### src/rtl/loader_pkg.sv
// Shared types and constants for the UART program loader.
package loader_pkg;

   typedef logic [2:0] state_t;

   localparam state_t S_LEN  = 3'd0;
   localparam state_t S_DATA = 3'd1;
   localparam state_t S_WR   = 3'd2;
   localparam state_t S_ACK  = 3'd3;
   localparam state_t S_DONE = 3'd4;

   typedef logic [1:0] rx_state_t;

   localparam rx_state_t RX_IDLE  = 2'd0;
   localparam rx_state_t RX_START = 2'd1;
   localparam rx_state_t RX_DATA  = 2'd2;
   localparam rx_state_t RX_STOP  = 2'd3;

   localparam logic [7:0] ACK = 8'hAA;
   localparam logic [7:0] NAK = 8'hEE;

endpackage

### src/rtl/uart_byte_rx.sv
// 8N1 UART receiver: synchronizes rxd, samples mid-bit, reports good bytes or framing errors.
module uart_byte_rx
   import loader_pkg::*;
#(
   parameter int CLK_PER_HALF_BIT = 434
) (
   input  logic       clk,
   input  logic       rstn,
   input  logic       rxd,
   output logic       rx_valid,
   output logic [7:0] rx_data,
   output logic       rx_ferr
);

   localparam int CW = $clog2(2 * CLK_PER_HALF_BIT + 1);
   localparam logic [CW-1:0] HALF_END = CW'(CLK_PER_HALF_BIT - 1);
   localparam logic [CW-1:0] BIT_END  = CW'(2 * CLK_PER_HALF_BIT - 1);

   rx_state_t     rx_state;
   logic [CW-1:0] cnt;
   logic [2:0]    bit_idx;
   logic          sync1;
   logic          sync2;
   logic          sync_prev;

   always_ff @(posedge clk) begin
      if (!rstn) begin
         sync1     <= 1'b1;
         sync2     <= 1'b1;
         sync_prev <= 1'b1;
         rx_state  <= RX_IDLE;
         cnt       <= '0;
         bit_idx   <= '0;
         rx_data   <= '0;
         rx_valid  <= 1'b0;
         rx_ferr   <= 1'b0;
      end else begin
         sync1     <= rxd;
         sync2     <= sync1;
         sync_prev <= sync2;
         rx_valid  <= 1'b0;
         rx_ferr   <= 1'b0;
         case (rx_state)
            RX_IDLE: begin
               if (sync_prev && !sync2) begin
                  rx_state <= RX_START;
                  cnt      <= '0;
               end
            end
            RX_START: begin
               // A start bit that is high again at its midpoint was only a glitch.
               if (cnt == HALF_END) begin
                  cnt      <= '0;
                  bit_idx  <= '0;
                  rx_state <= sync2 ? RX_IDLE : RX_DATA;
               end else begin
                  cnt <= cnt + 1'b1;
               end
            end
            RX_DATA: begin
               if (cnt == BIT_END) begin
                  cnt     <= '0;
                  rx_data <= {sync2, rx_data[7:1]};
                  bit_idx <= bit_idx + 1'b1;
                  if (bit_idx == 3'd7) begin
                     rx_state <= RX_STOP;
                  end
               end else begin
                  cnt <= cnt + 1'b1;
               end
            end
            RX_STOP: begin
               if (cnt == BIT_END) begin
                  cnt      <= '0;
                  rx_state <= RX_IDLE;
                  if (sync2) begin
                     rx_valid <= 1'b1;
                  end else begin
                     rx_ferr <= 1'b1;
                  end
               end else begin
                  cnt <= cnt + 1'b1;
               end
            end
            default: rx_state <= RX_IDLE;
         endcase
      end
   end

endmodule

### src/rtl/uart_loader.sv
// Loads a length-prefixed program image from the UART into memory, then acks and releases the core.
module uart_loader
   import loader_pkg::*;
#(
   parameter int          CLK_PER_HALF_BIT = 434,
   parameter logic [31:0] BASE_ADR         = 32'h0,
   parameter logic [31:0] MAX_WORDS        = 32'd16384
) (
   input  logic        clk,
   input  logic        rstn,
   input  logic        rxd,
   output logic        txd,
   output logic [31:0] mem_adr,
   output logic [31:0] mem_wdata,
   output logic        mem_we,
   output logic        core_rstn,
   output logic        done,
   output logic        frame_err
);

   localparam int CW = $clog2(2 * CLK_PER_HALF_BIT + 1);
   localparam logic [CW-1:0] BIT_END = CW'(2 * CLK_PER_HALF_BIT - 1);

   logic          rx_valid;
   logic [7:0]    rx_data;
   logic          rx_ferr;

   state_t        state;
   logic [1:0]    byte_cnt;
   logic [23:0]   word;
   logic [31:0]   full_word;
   logic [31:0]   nwords;
   logic [31:0]   idx;
   logic [7:0]    ack_byte;
   logic          ack_sent;
   logic          accept;

   logic          tx_go;
   logic          tx_busy;
   logic [8:0]    tx_shift;
   logic [CW-1:0] tx_cnt;
   logic [3:0]    tx_bits;

   uart_byte_rx #(
      .CLK_PER_HALF_BIT(CLK_PER_HALF_BIT)
   ) u_rx (
      .clk      (clk),
      .rstn     (rstn),
      .rxd      (rxd),
      .rx_valid (rx_valid),
      .rx_data  (rx_data),
      .rx_ferr  (rx_ferr)
   );

   // Bytes are only consumed while parsing; during ACK and DONE they fall on the floor.
   always_comb begin
      accept    = rx_valid && ((state == S_LEN) || (state == S_DATA));
      full_word = {rx_data, word};
      tx_go     = (state == S_ACK) && !ack_sent;
   end

   always_ff @(posedge clk) begin
      if (!rstn) begin
         state     <= S_LEN;
         byte_cnt  <= '0;
         word      <= '0;
         nwords    <= '0;
         idx       <= '0;
         ack_byte  <= ACK;
         ack_sent  <= 1'b0;
         mem_we    <= 1'b0;
         mem_adr   <= BASE_ADR;
         mem_wdata <= '0;
         core_rstn <= 1'b0;
         done      <= 1'b0;
         frame_err <= 1'b0;
      end else begin
         mem_we <= 1'b0;
         if (rx_ferr) begin
            frame_err <= 1'b1;
         end
         if (accept) begin
            byte_cnt <= byte_cnt + 1'b1;
            case (byte_cnt)
               2'd0:    word[7:0]   <= rx_data;
               2'd1:    word[15:8]  <= rx_data;
               2'd2:    word[23:16] <= rx_data;
               default: ;
            endcase
         end
         case (state)
            S_LEN: begin
               if (accept && (byte_cnt == 2'd3)) begin
                  if (full_word == 32'd0) begin
                     ack_byte <= ACK;
                     ack_sent <= 1'b0;
                     state    <= S_ACK;
                  end else if (full_word > MAX_WORDS) begin
                     ack_byte <= NAK;
                     ack_sent <= 1'b0;
                     state    <= S_ACK;
                  end else begin
                     nwords <= full_word;
                     idx    <= '0;
                     state  <= S_DATA;
                  end
               end
            end
            S_DATA: begin
               // Strobe is registered so it is high exactly during the S_WR cycle.
               if (accept && (byte_cnt == 2'd3)) begin
                  mem_we    <= 1'b1;
                  mem_adr   <= BASE_ADR + (idx << 2);
                  mem_wdata <= full_word;
                  state     <= S_WR;
               end
            end
            S_WR: begin
               if (idx == nwords - 32'd1) begin
                  ack_byte <= ACK;
                  ack_sent <= 1'b0;
                  state    <= S_ACK;
               end else begin
                  idx   <= idx + 32'd1;
                  state <= S_DATA;
               end
            end
            S_ACK: begin
               if (!ack_sent) begin
                  ack_sent <= 1'b1;
               end else if (!tx_busy) begin
                  if (ack_byte == ACK) begin
                     state     <= S_DONE;
                     done      <= 1'b1;
                     core_rstn <= 1'b1;
                  end else begin
                     state <= S_LEN;
                  end
               end
            end
            S_DONE: ;
            default: state <= S_LEN;
         endcase
      end
   end

   // tx_shift holds data bits then the stop bit; txd already shows the start bit on load.
   always_ff @(posedge clk) begin
      if (!rstn) begin
         txd      <= 1'b1;
         tx_busy  <= 1'b0;
         tx_shift <= '0;
         tx_cnt   <= '0;
         tx_bits  <= '0;
      end else if (tx_go) begin
         txd      <= 1'b0;
         tx_shift <= {1'b1, ack_byte};
         tx_cnt   <= '0;
         tx_bits  <= '0;
         tx_busy  <= 1'b1;
      end else if (tx_busy) begin
         if (tx_cnt == BIT_END) begin
            tx_cnt <= '0;
            if (tx_bits == 4'd9) begin
               tx_busy <= 1'b0;
               txd     <= 1'b1;
            end else begin
               txd      <= tx_shift[0];
               tx_shift <= {1'b0, tx_shift[8:1]};
               tx_bits  <= tx_bits + 1'b1;
            end
         end else begin
            tx_cnt <= tx_cnt + 1'b1;
         end
      end
   end

endmodule
### config.mk
export PLATFORM = sky130hd
export DESIGN_NAME = uart_loader
export DESIGN_NICKNAME = d
export VERILOG_FILES = /design/src/rtl/loader_pkg.sv /design/src/rtl/uart_byte_rx.sv /design/src/rtl/uart_loader.sv
export SDC_FILE = /design/constraint.sdc
export NUM_CORES = 1
export LEC_CHECK = 0
export CAP_MARGIN = 20
export CORE_UTILIZATION = 60
export CTS_CLUSTER_SIZE = 28
export DETAILED_ROUTE_END_ITERATION = 10
export PLACE_DENSITY_LB_ADDON = 0.1
export REMOVE_ABC_BUFFERS = 1
export SLEW_MARGIN = 20
export SYNTH_ARGS = -nofsm -noshare
export SYNTH_HDL_FRONTEND = slang
export SYNTH_HIERARCHICAL = 1
export SYNTH_SLANG_ARGS = --single-unit
### constraint.sdc
create_clock -name clk -period 5.6 [get_ports clk]
set_input_delay 1.12 -clock clk [delete_from_list [all_inputs] [get_ports clk]]
set_output_delay 1.12 -clock clk [all_outputs]
set_load 0.01 [all_outputs]
Word level (Yosys, flattened, before mapping):

Index checks and enable logic that the tools add are counted.

* bits of input ports: 3
* flip-flop bits (word level): 220

* add/subtract/negate cells: 7
* $lt $le $gt $ge: 1
* eq/ne operators: 32
* multiplexer cells: 54
* bitwise operators: 6
* reductions and logical operators: 36

Operators by type and width (number)
* 2-to-1 mux 32 bit: 4
* case mux 32 bit (2 select lines): 1
* 2-to-1 mux 10 bit: 4
* 2-to-1 mux 9 bit: 4
* adder 32 x 1 -> 32 bit (second input constant): 1
* == test 32 bit: 1
* > comparator 32 x 15 -> 1 bit (second input constant): 1
* logical NOT 32 bit: 1
* 2-to-1 mux 8 bit: 4
* subtractor 32 x 1 -> 32 bit (second input constant): 1
* case mux 10 bit (3 select lines): 1
* 2-to-1 mux 3 bit: 7
* adder 10 x 1 -> 10 bit (second input constant): 2
* == test 10 bit (second input constant): 2
* 2-to-1 mux 2 bit: 9
* case mux 8 bit (2 select lines): 1
* AND reduction 4 bit: 4
* 2-to-1 mux 1 bit: 15
* case mux 3 bit (5 select lines): 1
* AND reduction 5 bit: 3
* inequality test 2 x 1 -> 1 bit (second input constant): 7
* inequality test 2 bit (second input constant): 7
* AND reduction 2 bit: 7
* AND reduction 3 bit: 4
* other kinds (24): 44

Logic depth before layout (Yosys ltp):

Gate-level depths: netlist of run 1.

* word-level depth: 6
* depth in mapped cells: 13

Cells and area by module:

Netlist of run 1, hierarchy kept.

By module, submodules not included
* uart_loader: area an instance 8605.8 um2, sequential area each 3703.6 um2, instances 1, cells an instance 1026
* uart_byte_rx: area an instance 1335.0 um2, sequential area each 560.5 um2, instances 1, cells an instance 158

Worst setup path before layout of run 1:

OpenSTA, ideal clock, no wires.

* kind: flip-flop to flip-flop
* start point: register nwords[2]
* end point: register idx[24]
* data arrival time: 3.149 ns
* required time: 5.530 ns
* slack: 2.380 ns
* library setup time: 0.070 ns
* path buffers: 3
* stages on the path, launching flop included: 13
* cell sequence: dfxtp_1 -> or3_1 -> buf_2 -> or4_1 -> buf_2 -> a2111o_1 -> mux2i_1 -> nor3_1 -> and3_4 -> a21o_1 -> buf_6 -> or4_1 -> a21oi_1

* word-level cells in the longest chain between the ends: 4

Ends and longest elaborated chain
* start: declaration: RTL line uart_loader.sv:32 `logic [31:0] nwords;`
* start signal: assignment: RTL line uart_loader.sv:103 `nwords <= full_word;`
* subtractor 32 x 1 -> 32 bit: RTL line uart_loader.sv:119 `if (idx == nwords - 32'd1) begin`
* == test 32 bit: RTL line uart_loader.sv:119
* inequality test 2 bit (no source line)
* AND reduction 5 bit (no source line)
* end signal: assignment: RTL line uart_loader.sv:124 `idx <= idx + 32'd1;`
* end: declaration: RTL line uart_loader.sv:33 `logic [31:0] idx;`

Every way passes these cells.
A chain may end at the register's enable or synchronous reset.

Final worst setup path of run 1:

* start point: register nwords[0]
* end point: register idx[12]

Same word-level chain as after synthesis.

==> out/results.tsv, run 1 <==
stage	metric	value	unit
global_route	vias in the first global route	7539	
timing	setup skew after layout	0.00546	ns
timing	Hold Fails Final Rpt	0	
clock_tree	CTS clk-pin slew, worst paths	0.06	ns
detailed_routing	DRC viols	0	
timing	worst-margin pin slew	1.00	ns
critical_path	critical path required time	6.01	ns
job	MaxCap Viol Count	0	
finish	n_diodes	0	
timing	slew margin rel.	0.328	
yosys	Post-Synthesis Cell Area	0.00994	mm²
finish	commonest non-fill, non-tap cell in the layout	nand2_1	
critical_path	CP max stage delay	0.61	ns
hold_path	Hold Crit Class	reg -> reg	
clock_tree	# clock sinks	213	
clock_tree	CTS Hold Bufs	0	
clock_tree	root buf cell	clkbuf_16	
yosys	Post-synth EDFFs	0	
floorplan	Die Wd	131	µm
yosys	Mean Syn Cell Area	8.40	µm²
global_route	first-pass GRT wire length	37300	µm
yosys	async set-reset flop share out of synthesis	0	
power_and_ir_drop	PwrDens	275	mW/mm²
yosys	distinct cell type count after synthesis	65	
run_status	outcome	finished, final reports clean	
critical_path	Worst Setup End Kind	flip-flop	
detailed_routing	DR vias	8461	
timing	RSZ-0062 raised after global routing	false	
timing	Setup TNS	0	ns
clock_tree	TritonCTS clock tree	built	
global_route	initial antenna violation count	0	
placement	number of port buffers	69	
finish	fillcell total	1276	
power_and_ir_drop	Leak	3.88	nW
critical_path	worst-path cell chain	or4_4 > or4_1 > nor4_1 > xnor2_1 > nor3_1 > and3_4 > a21o_1 > buf_16 > or4_1 > a21oi_1	
timing	Final min period	3.82	ns
floorplan	row count	46	
floorplan	die area	0.0171	mm²
clock_tree	clk_lat worst skew	0.49	ns
finish	Design Area, Final	0.0114	mm²
floorplan	I/O pins	72	
clock_tree	Post-CTS Resized	0	
finish	layout cells sized above 1	0.0474	
detailed_routing	WL final	22700	µm
critical_path	reg2reg setup slack	1.78	ns
critical_path	most used cell, CP	or4_1	
floorplan	Initial Util	0.621	
placement	RD Place Congestion	1.01	
yosys	Synth area leader	dfxtp_1	
critical_path	crit path max fanout	28	
clock_tree	H-Tree Level Count	1	
finish	area of the multi-input gates	0.00527	mm²
finish	most frequent cells in the layout	234 x nand2_1, 213 x dfxtp_1, 94 x a21boi_0	
yosys	Seq/Total Area, Yosys	0.429	
timing	Period Utilization, post-route	0.683	
critical_path	CP bufs+invs	1	
clock_tree	setup bufs post-CTS	0	
detailed_routing	1st-pass router iterations	8	
finish	synthesis-to-layout area growth	15.2	%
detailed_routing	WL per Instance	15.7	µm
global_route	largest net degree at the start of global routing	83	
critical_path	Crit-path slowest cell	or4_1	
placement	Cell Area, Placed	0.0107	mm²
critical_path	crit path DAT	4.23	ns
timing	fmax	262	MHz
floorplan	core area	0.0160	mm²
clock_tree	clk buf depth	3	
finish	post-layout util	0.716	
yosys	cells after synthesis	1184	
critical_path	WS Path Type	reg -> reg	
yosys	synth top area cells	dfxtp_1 43%, nand2_1 8.8%, a21boi_0 7.1%	
detailed_routing	antenna-violating nets left	0	
power_and_ir_drop	Peak VDD IR	270	µV
finish	Reg area	0.00426	mm²
yosys	YS warnings	6	
yosys	post-synth top area share	0.429	
global_route	grt total ovfl	0	
yosys	Main synth FF type	dfxtp_1	
detailed_routing	DRT iter0 DRCs	722	
finish	nets@finish	1226	
detailed_routing	drt via density	5.88	
global_route	gr usage total	0.270	
critical_path	Crit path max-delay family	simple AND/OR/NAND/NOR gates	
floorplan	die height	131	µm
timing	Slew Limit Fails	0	
yosys	synthesized flop and latch total	213	
critical_path	Startpoint Class	flip-flop	
placement	dpl hpwl	15200	µm
clock_tree	Num CTS Buffers	23	
timing	final setup fails	0	
==> stage by stage <==
step | setup slack, ns | instances | total power, mW | hold slack, ns
after floorplan | 2.09 | 1106 | 1.58 | 0.386
after global placement | 1.71 | 1399 | 1.61 | 0.402
after detailed placement | 1.81 | 1400 | 1.61 | 0.405
after CTS | 1.80 | 1439 | 3.17 | 0.421
after global routing | 1.43 | 1440 | 3.24 | 0.464
final | 1.78 | 1440 | 3.15 | 0.419
==> worst paths after layout <==
check,from,to,depth (start not counted)
max,nwords[0]$_SDFFE_PN0P_,idx[12]$_SDFFE_PN0P_,10
min,u_rx/sync1$_SDFF_PN1_,u_rx/sync2$_SDFF_PN1_,1
max reg2reg,nwords[0]$_SDFFE_PN0P_,idx[12]$_SDFFE_PN0P_,10
min reg2reg,u_rx/sync1$_SDFF_PN1_,u_rx/sync2$_SDFF_PN1_,1
==> cells in the mapped netlist (3+ instances only) <==
cell / n
a31oi_1: 8
nor3_1: 20
nor3b_1: 6
nand4_1: 30
or4_1: 19
and2_1: 22
o21a_1: 6
o31ai_1: 16
buf_4: 3
clkbuf_1: 59
xor2_1: 26
o21ai_1: 4
inv_1: 21
o211ai_1: 7
xnor2_1: 29
and4_1: 5
o21ai_0: 12
mux2i_1: 38
a21o_1: 4
nor2_1: 67
ha_1: 13
a21oi_1: 37
buf_6: 3
or4b_1: 3
dfxtp_1: 213
buf_2: 12
nand2b_1: 12
nor2b_1: 22
nand2_1: 234
a21boi_0: 94
nor4_1: 28
nand3b_1: 5
nand3_1: 44
nand4b_1: 3
a211oi_1: 4
or3_1: 12
and3_1: 8
==> power breakdown <==
part | switching [mW] | internal [mW] | total, mW
clock network | 0.600 | 0.974 | 1.57
registers | 0.00344 | 1.52 | 1.52
logic | 0.0352 | 0.0202 | 0.0554
==> cell families (layout without fill, tap and decap cells) <==
| family | count (synthesis) | in the layout | synth area share |
|---|---|---|---|
| AND/OR/NAND/NOR | 551 | 551 | 0.273 |
| AO/OA/AOI/OAI | 213 | 213 | 0.152 |
| flip-flops | 213 | 213 | 0.429 |
| buffers and inverters | 100 | 139 | 0.0427 |
| XOR/XNOR | 55 | 55 | 0.0485 |
| multiplexers | 38 | 38 | 0.0383 |
| adder cells (fa/ha/maj) | 13 | 13 | 0.0164 |
| other | 1 | 2 | 0.000377 |
==> area by class of cell <==
class                   instances  area share
clock inverters                10      0.0136
well taps                     216      0.0236
repair buffers                 79      0.0684
clock buffers                  29      0.0549
inverters                      21     0.00688
multi-input cells             872       0.460
flip-flops and latches        213       0.372
==> registers in the layout, indices dropped and copies added, names as in the netlist, 2 cells and up, named ones only <==
name          cells
state             3
idx              32
u_rx/cnt         10
tx_bits           4
tx_shift          9
mem_adr          30
word             24
tx_cnt           10
nwords           32
mem_wdata        32
byte_cnt          2
u_rx/bit_idx      3
u_rx/rx_data      8
==> per-layer routing <==
layer,vias to the layer above,wire (µm),share of wire,GRT usage
met1,3954,10700,0.47,0.390
met4,0,493,0.022,0.0744
met2,272,10000,0.44,0.419
li1,4195,-,-,-
met3,40,1380,0.061,0.0383
met5,-,0,0,0
No activity file was read; power rests on OpenSTA's default activity.
==> run 2, diff against run 1 <==
--- a/config.mk
+++ b/config.mk
@@ -6,7 +6,7 @@
 export NUM_CORES = 1
 export LEC_CHECK = 0
 export CAP_MARGIN = 20
-export CORE_UTILIZATION = 60
+export CORE_UTILIZATION = 53
 export CTS_CLUSTER_SIZE = 28
 export DETAILED_ROUTE_END_ITERATION = 10
 export PLACE_DENSITY_LB_ADDON = 0.1
==> constraint.sdc (replaced) <==
create_clock -name clk -period 3.3 [get_ports clk]
set_input_delay 0.66 -clock clk [delete_from_list [all_inputs] [get_ports clk]]
set_output_delay 0.66 -clock clk [all_outputs]
set_load 0.01 [all_outputs]
==> out/results.tsv, run 2 (synthesis results as in run 1) <==
stage	metric	value	unit
run_status	outcome	finished with violations	
run_status	failing checks	design-rule violations, negative setup slack	
finish	commonest non-fill, non-tap cell in the layout	nand2_1	
finish	Reg area	0.00427	mm²
global_route	initial antenna violation count	0	
finish	fin cells	1507	
clock_tree	Num CTS Buffers	23	
timing	final setup fails	19	
clock_tree	# clock sinks	213	
timing	setup skew after layout	0.0166	ns
timing	final hold slack	0.427	ns
detailed_routing	drt via density	5.74	
timing	Hold Fails Final Rpt	0	
floorplan	Initial Util	0.548	
finish	nets@finish	1277	
critical_path	most used cell, CP	or4_4	
power_and_ir_drop	Peak VDD IR	380	µV
floorplan	Die Wd	139	µm
detailed_routing	WL per Instance	16.2	µm
floorplan	row count	49	
critical_path	reg2reg setup slack	-0.11	ns
global_route	first-pass GRT wire length	39200	µm
placement	dpl hpwl	16000	µm
finish	most frequent cells in the layout	234 x nand2_1, 211 x dfxtp_1, 94 x a21boi_0	
clock_tree	CTS clk-pin slew, worst paths	0.06	ns
clock_tree	CTS Hold Bufs	0	
detailed_routing	DR vias	8656	
timing	RSZ-0062 raised after global routing	true	
critical_path	Worst Setup End Kind	flip-flop	
global_route	vias in the first global route	7704	
hold_path	Hold Crit Class	reg -> reg	
global_route	largest net degree at the start of global routing	81	
global_route	grt total ovfl	0	
clock_tree	root buf cell	clkbuf_16	
timing	Final min period	3.41	ns
finish	area of the multi-input gates	0.00545	mm²
placement	RD Place Congestion	0.890	
floorplan	core area	0.0181	mm²
timing	worst-margin pin slew	0.900	ns
finish	layout cells sized above 1	0.117	
finish	synthesis-to-layout area growth	22.7	%
finish	fillcell total	1521	
timing	Period Utilization, post-route	1.03	
floorplan	I/O pins	72	
detailed_routing	antenna-violating nets left	0	
critical_path	WS Path Type	reg -> reg	
clock_tree	H-Tree Level Count	1	
placement	placed cell count	1457	
critical_path	Startpoint Class	flip-flop	
critical_path	worst-path cell chain	or4_4 > or4_4 > buf_6 > o21a_1 > o21ai_2 > a21oi_2 > o211a_4 > a21o_4 > clkbuf_16 > or4_4 > a21oi_2	
critical_path	Crit-path slowest cell	or4_4	
critical_path	Crit path max-delay family	simple AND/OR/NAND/NOR gates	
global_route	gr usage total	0.244	
critical_path	CP bufs+invs	2	
clock_tree	clk buf depth	3	
detailed_routing	DRT iter0 DRCs	716	
critical_path	crit path max fanout	6	
power_and_ir_drop	Leak	4.27	nW
critical_path	CP max stage delay	0.55	ns
critical_path	critical path required time	3.74	ns
timing	Slew Limit Fails	0	
finish	post-layout util	0.672	
timing	PnR worst setup slack	-0.105	ns
timing	slew margin rel.	0.399	
placement	number of port buffers	69	
detailed_routing	1st-pass router iterations	10	
finish	Regs by FF count	idx x32, mem_wdata x32, nwords x32	
finish	n_diodes	0	
detailed_routing	DRC viols	1	
timing	fmax	294	MHz
floorplan	die area	0.0193	mm²
floorplan	die height	139	µm
power_and_ir_drop	PwrDens	451	mW/mm²
clock_tree	TritonCTS clock tree	built	
job	MaxCap Viol Count	0	
detailed_routing	WL final	24500	µm
critical_path	crit path DAT	3.85	ns
clock_tree	clk_lat worst skew	0.51	ns
[run 2: cell types whose count changed in the layout (fill, tap and decap cells not counted), moves of 3 or more]
cell / previous run / this run
buf_12: 0 / 4
a21oi_1: 37 / 26
a21oi_2: 0 / 11
o31ai_1: 16 / 10
or4_4: 1 / 9
nor4_1: 28 / 25
or4_1: 19 / 11
buf_6: 0 / 6
o31ai_2: 0 / 5
nor4_2: 0 / 3
clkbuf_16: 23 / 26
buf_4: 10 / 49
nor3_1: 20 / 17
[run 2: worst paths after layout]
kind	start	to	cells after the start
max	nwords[6]$_SDFFE_PN0P_	idx[11]$_SDFFE_PN0P_	11
min	u_rx/rx_ferr$_SDFF_PN0_	frame_err$_SDFFE_PN0P_	1
max reg2reg	nwords[6]$_SDFFE_PN0P_	idx[11]$_SDFFE_PN0P_	11
min reg2reg	u_rx/rx_ferr$_SDFF_PN0_	frame_err$_SDFFE_PN0P_	1
[run 2: power breakdown]
part | leakage, nW | total, mW | switching, mW | internal [mW]
Sequential | 1.72 | 2.58 | 0.00596 | 2.58
Clock | 0.414 | 2.82 | 1.06 | 1.76
Combinational | 2.14 | 0.0976 | 0.0614 | 0.0362
Total | 4.27 | 5.50 | 1.12 | 4.38
[run 2: repair_timing]
item                                    in CTS  in global routing
buffers inserted                             0                  3
endpoints found under the setup margin      17                 23
hold endpoints to repair                     0                  0
cloned                                       0                  5
pin swaps                                    0                 45
gates resized for setup                      2                 45
[run 2: through the flow]
| stage | setup slack [ns] | instance area [µm²] | TNS (ns) | power, mW |
|---|---|---|---|---|
| floorplan | -0.213 | 9600 | -4.76 | 2.69 |
| finish | -0.105 | 12200 | -0.884 | 5.50 |
| CTS | 0.0127 | 11900 | 0 | 5.54 |
| global route | -0.131 | 12200 | -2.17 | 5.66 |
| detailed placement | -0.0993 | 11000 | -0.968 | 2.73 |
| global placement | 0.0188 | 11000 | 0 | 2.74 |
[run 2: layout make-up]
| class | instances | share of cell area |
|---|---|---|
| multi-input combinational | 872 | 0.447 |
| sequential | 213 | 0.350 |
| timing repair buffer | 130 | 0.104 |
| clock buffer | 29 | 0.0523 |
| tap | 229 | 0.0235 |
| clock inverter | 13 | 0.0164 |
| inverter | 21 | 0.00646 |
[run 2: per-layer routing]
layer,part of all wire,vias up,global-route usage
li1,-,4292,-
met1,0.46,4109,0.332
met2,0.47,211,0.411
met3,0.050,44,0.0356
met4,0.018,0,0.0532
met5,0,-,0
[run 2: worst reg2reg max path: stages, from the launching register on]
cell and delay [ns]:
dfxtp_2 0.32, or4_4 0.53, or4_4 0.55, buf_6 0.17, o21a_1 0.19, o21ai_2 0.15
a21oi_2 0.09, o211a_4 0.28, a21o_4 0.27, clkbuf_16 0.17, or4_4 0.48, a21oi_2 0.15
